## src/rtl/ps2_kbd_pkg.sv

```systemverilog
// Shared types and constants for the PS/2 keyboard event controller.
// Contents: FSM state enum, packed event payload, prefix/protocol byte
// constants and small byte-classification helpers.
package ps2_kbd_pkg;

  typedef enum logic [2:0] {
    IDLE,
    EXT,
    REL,
    EXT_REL,
    PAUSE
  } state_t;

  typedef struct packed {
    logic [7:0] code;
    logic       ext;
    logic       rel;
  } kbd_evt_t;

  localparam logic [7:0] PFX_EXT   = 8'hE0;
  localparam logic [7:0] PFX_REL   = 8'hF0;
  localparam logic [7:0] PFX_PAUSE = 8'hE1;
  localparam logic [7:0] BAT_OK    = 8'hAA;
  localparam logic [7:0] ACK       = 8'hFA;
  localparam logic [7:0] RESEND    = 8'hFE;
  localparam logic [7:0] ECHO      = 8'hEE;
  localparam logic [7:0] OVR0      = 8'h00;
  localparam logic [7:0] OVR1      = 8'hFF;

  // Pause sequence is E1 followed by seven further bytes.
  localparam int unsigned    SKIP_W     = 3;
  localparam logic [SKIP_W-1:0] PAUSE_SKIP = SKIP_W'(7);

  function automatic logic is_prefix(input logic [7:0] b);
    return (b == PFX_EXT) || (b == PFX_REL) || (b == PFX_PAUSE);
  endfunction

  function automatic logic is_protocol(input logic [7:0] b);
    return (b == BAT_OK) || (b == ACK) || (b == RESEND) ||
           (b == ECHO) || (b == OVR0) || (b == OVR1);
  endfunction

endpackage

```

## src/rtl/ps2_kbd_evt_fifo.sv

```systemverilog
// Synchronous FIFO of keyboard events.
// Ports: clk, rst_n (async active-low), push/din write side,
// pop/dout read side (dout is the current head), full, empty.
// A push while full is accepted only when a pop happens in the same cycle.
module ps2_kbd_evt_fifo
  import ps2_kbd_pkg::*;
#(
  parameter int unsigned DEPTH = 8
) (
  input  logic     clk,
  input  logic     rst_n,
  input  logic     push,
  input  kbd_evt_t din,
  input  logic     pop,
  output kbd_evt_t dout,
  output logic     full,
  output logic     empty
);

  localparam int unsigned AW = $clog2(DEPTH);
  localparam int unsigned PW = AW + 1;

  kbd_evt_t        mem [DEPTH];
  logic [PW-1:0]   wr_ptr;
  logic [PW-1:0]   rd_ptr;
  logic            wr_en_c;
  logic            rd_en_c;

  // Extra wrap bit distinguishes full from empty when the indices match.
  assign empty   = (wr_ptr == rd_ptr);
  assign full    = (wr_ptr[AW] != rd_ptr[AW]) && (wr_ptr[AW-1:0] == rd_ptr[AW-1:0]);
  assign wr_en_c = push && (!full || pop);
  assign rd_en_c = pop && !empty;
  assign dout    = mem[rd_ptr[AW-1:0]];

  always_ff @(posedge clk or negedge rst_n) begin
    if (!rst_n) begin
      wr_ptr <= '0;
      rd_ptr <= '0;
      for (int i = 0; i < int'(DEPTH); i++) mem[i] <= '0;
    end else begin
      if (wr_en_c) begin
        mem[wr_ptr[AW-1:0]] <= din;
        wr_ptr              <= wr_ptr + PW'(1);
      end
      if (rd_en_c) rd_ptr <= rd_ptr + PW'(1);
    end
  end

endmodule

```

## src/rtl/ps2_kbd_event_ctrl.sv

```systemverilog
// PS/2 keyboard event controller: turns the raw ps2kbd byte stream into
// whole key events {code, ext, rel}, queued for the SoC.
// Ports:
//   clk, reset_ni                  clock, async active-low reset
//   ps2_code_i/strobe_i/err_i      byte stream and error pulse from ps2kbd
//   evt_valid_o/ready_i            head-of-queue handshake
//   evt_code_o/ext_o/rel_o         head event fields
//   clear_i                        clears overflow_o and err_cnt_o
//   overflow_o                     sticky: event dropped on full queue
//   err_cnt_o                      saturating error/abort count
// Optional build macro PS2_TYPEMATIC_FILTER_EN: suppresses repeated makes
// of a key already held down (tracked per {ext, code}).
module ps2_kbd_event_ctrl
  import ps2_kbd_pkg::*;
#(
  parameter int unsigned DEPTH     = 8,
  parameter int unsigned ERR_CNT_W = 8
) (
  input  logic                 clk,
  input  logic                 reset_ni,
  input  logic [7:0]           ps2_code_i,
  input  logic                 ps2_strobe_i,
  input  logic                 ps2_err_i,
  output logic                 evt_valid_o,
  input  logic                 evt_ready_i,
  output logic [7:0]           evt_code_o,
  output logic                 evt_ext_o,
  output logic                 evt_rel_o,
  input  logic                 clear_i,
  output logic                 overflow_o,
  output logic [ERR_CNT_W-1:0] err_cnt_o
);

  state_t            state, state_nxt;
  logic [SKIP_W-1:0] skip, skip_nxt;
  logic              cand_push_c;
  logic              cand_filt_c;
  kbd_evt_t          cand_evt_c;
  logic              err_inc_c;
  logic              suppress_c;
  logic              push_c;
  logic              pop_c;
  logic              fifo_full;
  logic              fifo_empty;
  kbd_evt_t          head;

  // State and Pause skip counter.
  always_ff @(posedge clk or negedge reset_ni) begin
    if (!reset_ni) begin
      state <= IDLE;
      skip  <= '0;
    end else begin
      state <= state_nxt;
      skip  <= skip_nxt;
    end
  end

  // Sequence decode; an error pulse overrides any same-cycle byte.
  always_comb begin
    state_nxt   = state;
    skip_nxt    = skip;
    cand_push_c = 1'b0;
    cand_filt_c = 1'b0;
    cand_evt_c  = '0;
    err_inc_c   = 1'b0;
    if (ps2_err_i) begin
      state_nxt = IDLE;
      skip_nxt  = '0;
      err_inc_c = 1'b1;
    end else if (ps2_strobe_i) begin
      case (state)
        IDLE: begin
          if (ps2_code_i == PFX_EXT) begin
            state_nxt = EXT;
          end else if (ps2_code_i == PFX_REL) begin
            state_nxt = REL;
          end else if (ps2_code_i == PFX_PAUSE) begin
            state_nxt = PAUSE;
            skip_nxt  = PAUSE_SKIP;
          end else if (!is_protocol(ps2_code_i)) begin
            cand_push_c = 1'b1;
            cand_filt_c = 1'b1;
            cand_evt_c  = '{code: ps2_code_i, ext: 1'b0, rel: 1'b0};
          end
        end
        EXT: begin
          if (ps2_code_i == PFX_REL) begin
            state_nxt = EXT_REL;
          end else if (is_prefix(ps2_code_i)) begin
            state_nxt = IDLE;
            err_inc_c = 1'b1;
          end else begin
            state_nxt   = IDLE;
            cand_push_c = 1'b1;
            cand_filt_c = 1'b1;
            cand_evt_c  = '{code: ps2_code_i, ext: 1'b1, rel: 1'b0};
          end
        end
        REL, EXT_REL: begin
          state_nxt = IDLE;
          if (is_prefix(ps2_code_i)) begin
            err_inc_c = 1'b1;
          end else begin
            cand_push_c = 1'b1;
            cand_filt_c = 1'b1;
            cand_evt_c  = '{code: ps2_code_i, ext: (state == EXT_REL), rel: 1'b1};
          end
        end
        PAUSE: begin
          if (skip == SKIP_W'(1)) begin
            state_nxt   = IDLE;
            skip_nxt    = '0;
            cand_push_c = 1'b1;
            cand_evt_c  = '{code: PFX_PAUSE, ext: 1'b0, rel: 1'b0};
          end else begin
            skip_nxt = skip - SKIP_W'(1);
          end
        end
        default: begin
          state_nxt = IDLE;
          skip_nxt  = '0;
        end
      endcase
    end
  end

`ifdef PS2_TYPEMATIC_FILTER_EN
  // Held-key bitmap indexed by {ext, code}; make sets, break clears.
  logic [511:0] held;
  logic [8:0]   held_idx_c;

  assign held_idx_c = {cand_evt_c.ext, cand_evt_c.code};
  assign suppress_c = cand_filt_c && !cand_evt_c.rel && held[held_idx_c];

  always_ff @(posedge clk or negedge reset_ni) begin
    if (!reset_ni) begin
      held <= '0;
    end else if (cand_push_c && cand_filt_c) begin
      held[held_idx_c] <= !cand_evt_c.rel;
    end
  end
`else
  assign suppress_c = 1'b0;
`endif

  assign push_c = cand_push_c && !suppress_c;
  assign pop_c  = evt_valid_o && evt_ready_i;

  ps2_kbd_evt_fifo #(
    .DEPTH (DEPTH)
  ) u_fifo (
    .clk   (clk),
    .rst_n (reset_ni),
    .push  (push_c),
    .din   (cand_evt_c),
    .pop   (pop_c),
    .dout  (head),
    .full  (fifo_full),
    .empty (fifo_empty)
  );

  assign evt_valid_o = !fifo_empty;
  assign evt_code_o  = head.code;
  assign evt_ext_o   = head.ext;
  assign evt_rel_o   = head.rel;

  // Sticky overflow and saturating error count; new events beat clear.
  always_ff @(posedge clk or negedge reset_ni) begin
    if (!reset_ni) begin
      overflow_o <= 1'b0;
      err_cnt_o  <= '0;
    end else begin
      if (push_c && fifo_full && !pop_c) overflow_o <= 1'b1;
      else if (clear_i)                  overflow_o <= 1'b0;

      if (clear_i)                          err_cnt_o <= err_inc_c ? ERR_CNT_W'(1) : '0;
      else if (err_inc_c && !(&err_cnt_o))  err_cnt_o <= err_cnt_o + ERR_CNT_W'(1);
    end
  end

endmodule

```

## config.mk

```make
export PLATFORM = sky130hd
export DESIGN_NAME = ps2_kbd_event_ctrl
export DESIGN_NICKNAME = d
export VERILOG_FILES = /design/src/rtl/ps2_kbd_pkg.sv /design/src/rtl/ps2_kbd_evt_fifo.sv /design/src/rtl/ps2_kbd_event_ctrl.sv
export SDC_FILE = /design/constraint.sdc
export NUM_CORES = 1
export LEC_CHECK = 0
export CORE_MARGIN = 5
export CORE_UTILIZATION = 53
export DETAILED_ROUTE_END_ITERATION = 8
export GPL_TIMING_DRIVEN = 0
export PLACE_DENSITY = 0.81
export REMOVE_ABC_BUFFERS = 1
export SKIP_LAST_GASP = 1
export SLEW_MARGIN = 30
export SYNTH_ARGS = -nofsm -noshare
export SYNTH_HDL_FRONTEND = slang
export SYNTH_HIERARCHICAL = 1
export SYNTH_SLANG_ARGS = --single-unit
```

## constraint.sdc

```tcl
create_clock -name clk -period 2.87 [get_ports clk]
set_clock_uncertainty 0.2 [all_clocks]
set_input_delay 0.287 -clock clk [delete_from_list [all_inputs] [get_ports clk]]
set_output_delay 0.287 -clock clk [all_outputs]
set_load 0.02 [all_outputs]
```

# ---- Word level (Yosys, flattened, before mapping)
# Index checks and enable logic that the tools add are counted.
dict set report word_totals {
  reg_bits 103
  output_inout_bits 20
  word_cells 143
}
dict set report op_classes {
  addsub 4
  magnitude_cmp 3
  n_eq_ne 22
  muxes 52
  bitwise_logic 2
  n_reduce_logical 30
}
# cell n
set op_table {}
lappend op_table {{$mux W10} 13}
lappend op_table {{$bwmux W80} 1}
lappend op_table {{$eq A8 B8 Y1 const B} 8}
lappend op_table {{$pmux W10 S4} 1}
lappend op_table {{$mux W3} 12}
lappend op_table {{$bmux W10 S3} 1}
lappend op_table {{$demux W10 S3} 1}
lappend op_table {{$pmux W3 S3} 2}
lappend op_table {{$mux W1} 16}
lappend op_table {{$mux W8} 2}
lappend op_table {{$ne A3 B3 Y1 const B} 4}
lappend op_table {{$add A4 B1 Y4 const B} 2}
lappend op_table {{$add A8 B1 Y8 const B} 1}
lappend op_table {{$ge A4 B4 Y1 const B} 2}
lappend op_table {{$logic_and A1 B1 Y1} 8}
lappend op_table {{$logic_not A8 Y1} 1}
lappend op_table {{$logic_or A1 B1 Y1} 8}
lappend op_table {{$not A3 Y4} 2}
lappend op_table {{$reduce_and A8 Y1} 1}
lappend op_table {{$eq A3 B1 Y1 const B} 2}
lappend op_table {{$eq A3 B2 Y1 const B} 2}
lappend op_table {{$reduce_bool A2 Y1} 3}
lappend op_table {{$ne A5 B5 Y1 const B} 1}
lappend op_table {{$reduce_and A5 Y1} 1}
lappend op_table {{15 further kinds} 18}

# ---- Longest topological paths before layout
dict set report depth {
  depth_word 16
  mapped_depth 9
  depth_no_buf 9
}

# ---- Modules after synthesis
# Netlist, hierarchy kept.
# mod n_inst cells_each area_each_um2 seq_area_each_um2
set modules_own_cells {}
lappend modules_own_cells {ps2_kbd_evt_fifo 1 260 4150.2 2202.1}
lappend modules_own_cells {ps2_kbd_event_ctrl 1 138 1174.9 375.4}

# ---- Worst setup path after synthesis
# No wires, ideal clock.
dict set report synth_timing {
  path_kind {register to register}
  start {register state[0]}
  end {register u_fifo/mem[50] (netlist bit)}
  setup_ns 0.125
  arrival_time_ns 2.433
  required_ns 2.545
  setup_slack_ns 0.112
  stages_incl_launch_ff 9
  n_path_buf 1
  period_less_slack_ns 2.758
  path_cell_list {dfrtp_1 -> nor2_2 -> nand2_1 -> nor4_1 -> or2_1 -> nand2_1 -> or4_4 -> buf_6 -> mux2_4}
}
dict set report synth_via {
  elab_chain_len 6
  word_cells_on_any_way 14
  classes_between {eq/ne: 4; mux: 7; reduce/logical: 3}
}
# item line_no
set synth_lines {}
lappend synth_lines {{start: declaration} ps2_kbd_event_ctrl.sv:34} ;# state_t state, state_nxt;
lappend synth_lines {{start signal: assignment} ps2_kbd_event_ctrl.sv:53} ;# state <= state_nxt;
lappend synth_lines {{$eq A3 B2 Y1} ps2_kbd_event_ctrl.sv:71} ;# case (state)
lappend synth_lines {{$reduce_or A2 Y1} -}
lappend synth_lines {{$pmux W1 S4 *} ps2_kbd_event_ctrl.sv:71}
lappend synth_lines {{$mux W1 *} ps2_kbd_event_ctrl.sv:70} ;# end else if (ps2_strobe_i) begin
lappend synth_lines {{$mux W1 *} ps2_kbd_event_ctrl.sv:66} ;# if (ps2_err_i) begin
lappend synth_lines {{net cand_push_c} ps2_kbd_event_ctrl.sv:36} ;# logic cand_push_c;
lappend synth_lines {{$logic_and A1 B1 Y1 *} ps2_kbd_evt_fifo.sv:32} ;# assign wr_en_c = push && (!full || pop);
lappend synth_lines {{end signal: indexed assignment} ps2_kbd_evt_fifo.sv:43} ;# mem[wr_ptr[AW-1:0]] <= din;
lappend synth_lines {{end: declaration} ps2_kbd_evt_fifo.sv:23} ;# kbd_evt_t mem [DEPTH];
# Mark *: on every way through the listed nets, which the timed path passes. The rest lies on a longest branch.
# A chain may end at the register's enable or synchronous reset.

# ---- Worst setup path in the final report
dict set report layout_timing {
  start {input port ps2_code_i[3]}
  end {register u_fifo/mem[17] (netlist bit)}
}
dict set report layout_via {
  elab_chain_len 14
  word_cells_on_any_way 37
  classes_between {eq/ne: 8; mux: 20; reduce/logical: 9}
}
# item line_no
set layout_lines {}
lappend layout_lines {{start: declaration} ps2_kbd_event_ctrl.sv:21} ;# input logic [7:0] ps2_code_i,
lappend layout_lines {{$eq A8 B8 Y1} ps2_kbd_pkg.sv:39} ;# return (b == BAT_OK) || (b == ACK) || (b == RESEND) ||
lappend layout_lines {{$logic_or A1 B1 Y1 (3 in series)} ps2_kbd_pkg.sv:39}
lappend layout_lines {{$logic_or A1 B1 Y1 (2 in series)} ps2_kbd_pkg.sv:40} ;# (b == ECHO) || (b == OVR0) || (b == OVR1);
lappend layout_lines {{$mux W1} ps2_kbd_event_ctrl.sv:80} ;# end else if (!is_protocol(ps2_code_i)) begin
lappend layout_lines {{$mux W1} ps2_kbd_event_ctrl.sv:77} ;# end else if (ps2_code_i == PFX_PAUSE) begin
lappend layout_lines {{$mux W1} ps2_kbd_event_ctrl.sv:75} ;# end else if (ps2_code_i == PFX_REL) begin
lappend layout_lines {{$mux W1} ps2_kbd_event_ctrl.sv:73} ;# if (ps2_code_i == PFX_EXT) begin
lappend layout_lines {{$pmux W1 S4 *} ps2_kbd_event_ctrl.sv:71}
lappend layout_lines {{$mux W1 *} ps2_kbd_event_ctrl.sv:70}
lappend layout_lines {{$mux W1 *} ps2_kbd_event_ctrl.sv:66}
lappend layout_lines {{net cand_push_c} ps2_kbd_event_ctrl.sv:36}
lappend layout_lines {{$logic_and A1 B1 Y1 *} ps2_kbd_evt_fifo.sv:32}
# Marked as above.

==> results.md <==
* Vias in the first global route at 3698
* HP Class: in2async
* Ranking of synthesized cells by area: dfrtp_1, mux2_2, mux4_2, mux2_4, nand2_1
* Largest family of logic cells by synthesized area: multiplexers
* DP Area at 5822 µm²
* Unrepaired setup endpoints after global routing: true
* Routed Wire Length at 11640 µm
* Clock root cell: clkbuf_8
* Die area at 12150 µm²
* Run status: finished with violations
* Fin. max-slew vios at 0
* Main synth FF type: dfrtp_1
* Crit Path Class: in2reg
* Grt total ovfl at 0
* Sequential cell area fraction in the yosys report at 48.40%
* First-pass GRT wire length at 19380 µm
* Failing checks: negative setup slack
* Gpl congestion at 0.8430
* Clock H-tree levels at 3
* Core Rows at 36
* Filler Cell Count at 698
* Clk buf depth at 2
* Total iterations of the first detailed-routing run at 4
* Post-Synth Adder-Cell Area at 1.175%
* Worst slew pin tran at 0.6718 ns
* Global Route Usage Sum at 21.16%
* Worst reg2reg path depth at 9
* Storage element area at 2589 µm²
* Worst skew pair latency at 0.38 ns
* Number of DRC markers in iteration 0 at 159
* Final net count at 468
* CP startpoint kind: primary input
* Peak supply drop at 0.0004858 V
* R2r endpoint: u_fifo/mem[17]$_DFFE_PN0P_
* Final Hold Viols at 0
* Area of the multi-input gates at 2704 µm²
* Vias post-DR at 3517
* Syn avg cell area at 13.38 µm²
* Worst-path fanout max at 9
* Worst Path Arrival at 2.94 ns
* # DRC at 0
* Fin area at 6322 µm²
* Routed WL per cell at 19.82 µm
* FF-to-FF setup slack at 0.08 ns
* Reg-to-reg startpoint: state[1]$_DFFE_PN0P_
* Cell Pwr Density at 856.9 nW/µm²
* FMAX at 348.2 MHz
* Vert. Die Dim at 110.2 µm
* Worst Setup Slack, final at -0.002284 ns
* Clock Sinks at 103
* Synth unique cells at 59
* Setup crit end kind: register
* Area leader, netlist: dfrtp_1
* Max capacitance violation total at 0
* P_leak at 0.003016 µW
* Setup violations, final at 2
* Yosys warnings at 6
* Total chip power at 5417 µW
* CP Capture Point: u_fifo/mem[17]$_DFFE_PN0P_
* CTS tree: done
* ANT nets after route at 0
* Setup tns final at -0.003446 ns
* I/O Buffers at 33
* Multiplexer area fraction after synthesis at 29.04%
* Register clock-pin slew on the reported worst setup and hold paths at 0.11 ns
* Count leader, synth: dfrtp_1
* Die Wd at 110.2 µm
* Mapped Cells at 398
* #FFs+latches synth at 103
* Post-Synth Simple-Gate Area at 10.27%
* Largest net degree at the start of global routing at 75
* Area grow syn2layout at 18.73%
* Via density at 5.991
* Post-DP HPWL at 7693 µm
* Dpl ws at -0.9358 ns
* Post-route clock period utilization at 100.1%
* Cell Area, Synth at 5325 µm²
* ANT cells at 0
* Rel. slew slack at 54.58%
* Post-synth top cells: dfrtp_1, mux2_2, mux4_2, nand2_1, nor2_1
* Synth top area share at 48.40%
* Share of cells above drive strength 1 at 41.41%
* Post-synth EDFFs at 0
* Post-Synth XOR/XNOR Area at 2.115%
* Initial antenna violation count at 0
* TritonCTS Buffers at 9
* Post-layout minimum cycle time at 2.872 ns
* CP required at 2.93 ns
* Compound-Gate Fraction of Synth Area at 5.921%
* Boundary Pins at 34
* Starting Density at 54.48%
* Core area at 9774 µm²
* Setup crit start: ps2_code_i[3]
* Synth async-reset ratio at 100.0%
## power by group
part / total, µW / switching, µW / internal, µW
clock network: 1000 / 571 / 432
logic: 2180 / 963 / 1210
registers: 2240 / 325 / 1910
## cell families (layout without fill, tap and decap cells)
logic type                 count (synthesis)  count (layout)
muxes                                    114             114
DFF                                      103             103
and+or+nand+nor                           94              94
AOI/OAI and AO/OA                         40              40
buffers and inverters                     30              86
xor gates and xnor gates                  12              12
adders and majority gates                  5               5
## critical path, cell delays in order
cell and delay, ns:
clkdlybuf4s50_1 0.58, a211o_1 0.21, o211ai_1 0.14, a31oi_4 0.28, or2_4 0.23, nand2_2 0.14, nor4b_4 0.34, buf_4 0.22
buf_4 0.16, mux2_2 0.34
## worst min path at each step
| stage | slack [ns] | depth (start not counted) | to | start |
|---|---|---|---|---|
| after global placement | 0.27 | 1 | u_fifo/wr_ptr[3]$_DFFE_PN0P_ | u_fifo/wr_ptr[3]$_DFFE_PN0P_ |
| after detailed placement | -0.01 | 1 | err_cnt_o[0]$_DFFE_PN0P_ | reset_ni |
| after global routing | 0.17 | 2 | err_cnt_o[0]$_DFFE_PN0P_ | reset_ni |
| after CTS | 0.16 | 2 | err_cnt_o[0]$_DFFE_PN0P_ | reset_ni |
| after floorplan | -0.21 | 0 | err_cnt_o[0]$_DFFE_PN0P_ | reset_ni |
| final | 0.15 | 2 | err_cnt_o[0]$_DFFE_PN0P_ | reset_ni |
## metrics by stage
step	utilization (%)	instances	hold slack [ns]
global placement	58.23	543	0.2743
detailed placement	59.56	553	-0.01237
floorplan	-	377	-0.2086
finish	64.68	587	0.1497
CTS	63.94	581	0.1573
global route	64.68	587	0.1715
## routing by layer
metal	routed length, µm	vias to the layer above	part of all wire, %	global-route usage, %
met3	550	34	4.7	3.494
met4	310	0	2.7	8.531
met1	5055	1786	43	28.28
met2	5720	110	49	34.62
met5	0	-	0	0
li1	-	1587	-	-
## cell usage in the layout (no fill, tap or decap), types with 3 or more instances in the layout
cell type         n
nand2_2           4
dfrtp_1          98
and2_1            6
dlygate4sd2_1     5
nor3_1            5
clkbuf_8          9
nand2_1          16
mux2_4           10
a21oi_1           6
nand4_1           4
mux4_2           20
o41ai_1           3
o31ai_1           3
mux2_2           84
a21o_1            5
nand3_1           6
dfrtp_2           3
buf_6             3
nor2_1           14
nor3b_1           3
inv_1             9
buf_4            20
xnor2_1           4
ha_1              5
xor2_1            5
nor4_1            4
o21ai_0           5
nor2b_1           5
clkdlybuf4s50_1  19
dlymetal6s2s_1    8
## cell type report
type / instances / area share [%]
repair buffers: 61 / 9.578
multi-input cells: 265 / 42.77
clock inverters: 7 / 1.583
well taps: 133 / 2.632
inverters: 9 / 0.5343
flip-flops and latches: 103 / 40.95
clock buffers: 9 / 1.959
## repair_timing
| item | CTS | global route |
|---|---|---|
| pin swaps | 3 | 1 |
| hold endpoints to repair | 103 | 0 |
| gates resized for setup | 25 | 9 |
| setup buffers | 11 | 6 |
| hold buffers | 1 | 0 |
| setup endpoints to repair | 92 | 70 |
## flip-flops by register name, indices dropped and copies added, names as in the netlist
register       cells
skip               3
err_cnt_o          8
u_fifo/rd_ptr      4
overflow_o         1
u_fifo/wr_ptr      4
state              3
u_fifo/mem        80
Note: power is estimated with default switching activity, not from simulation.
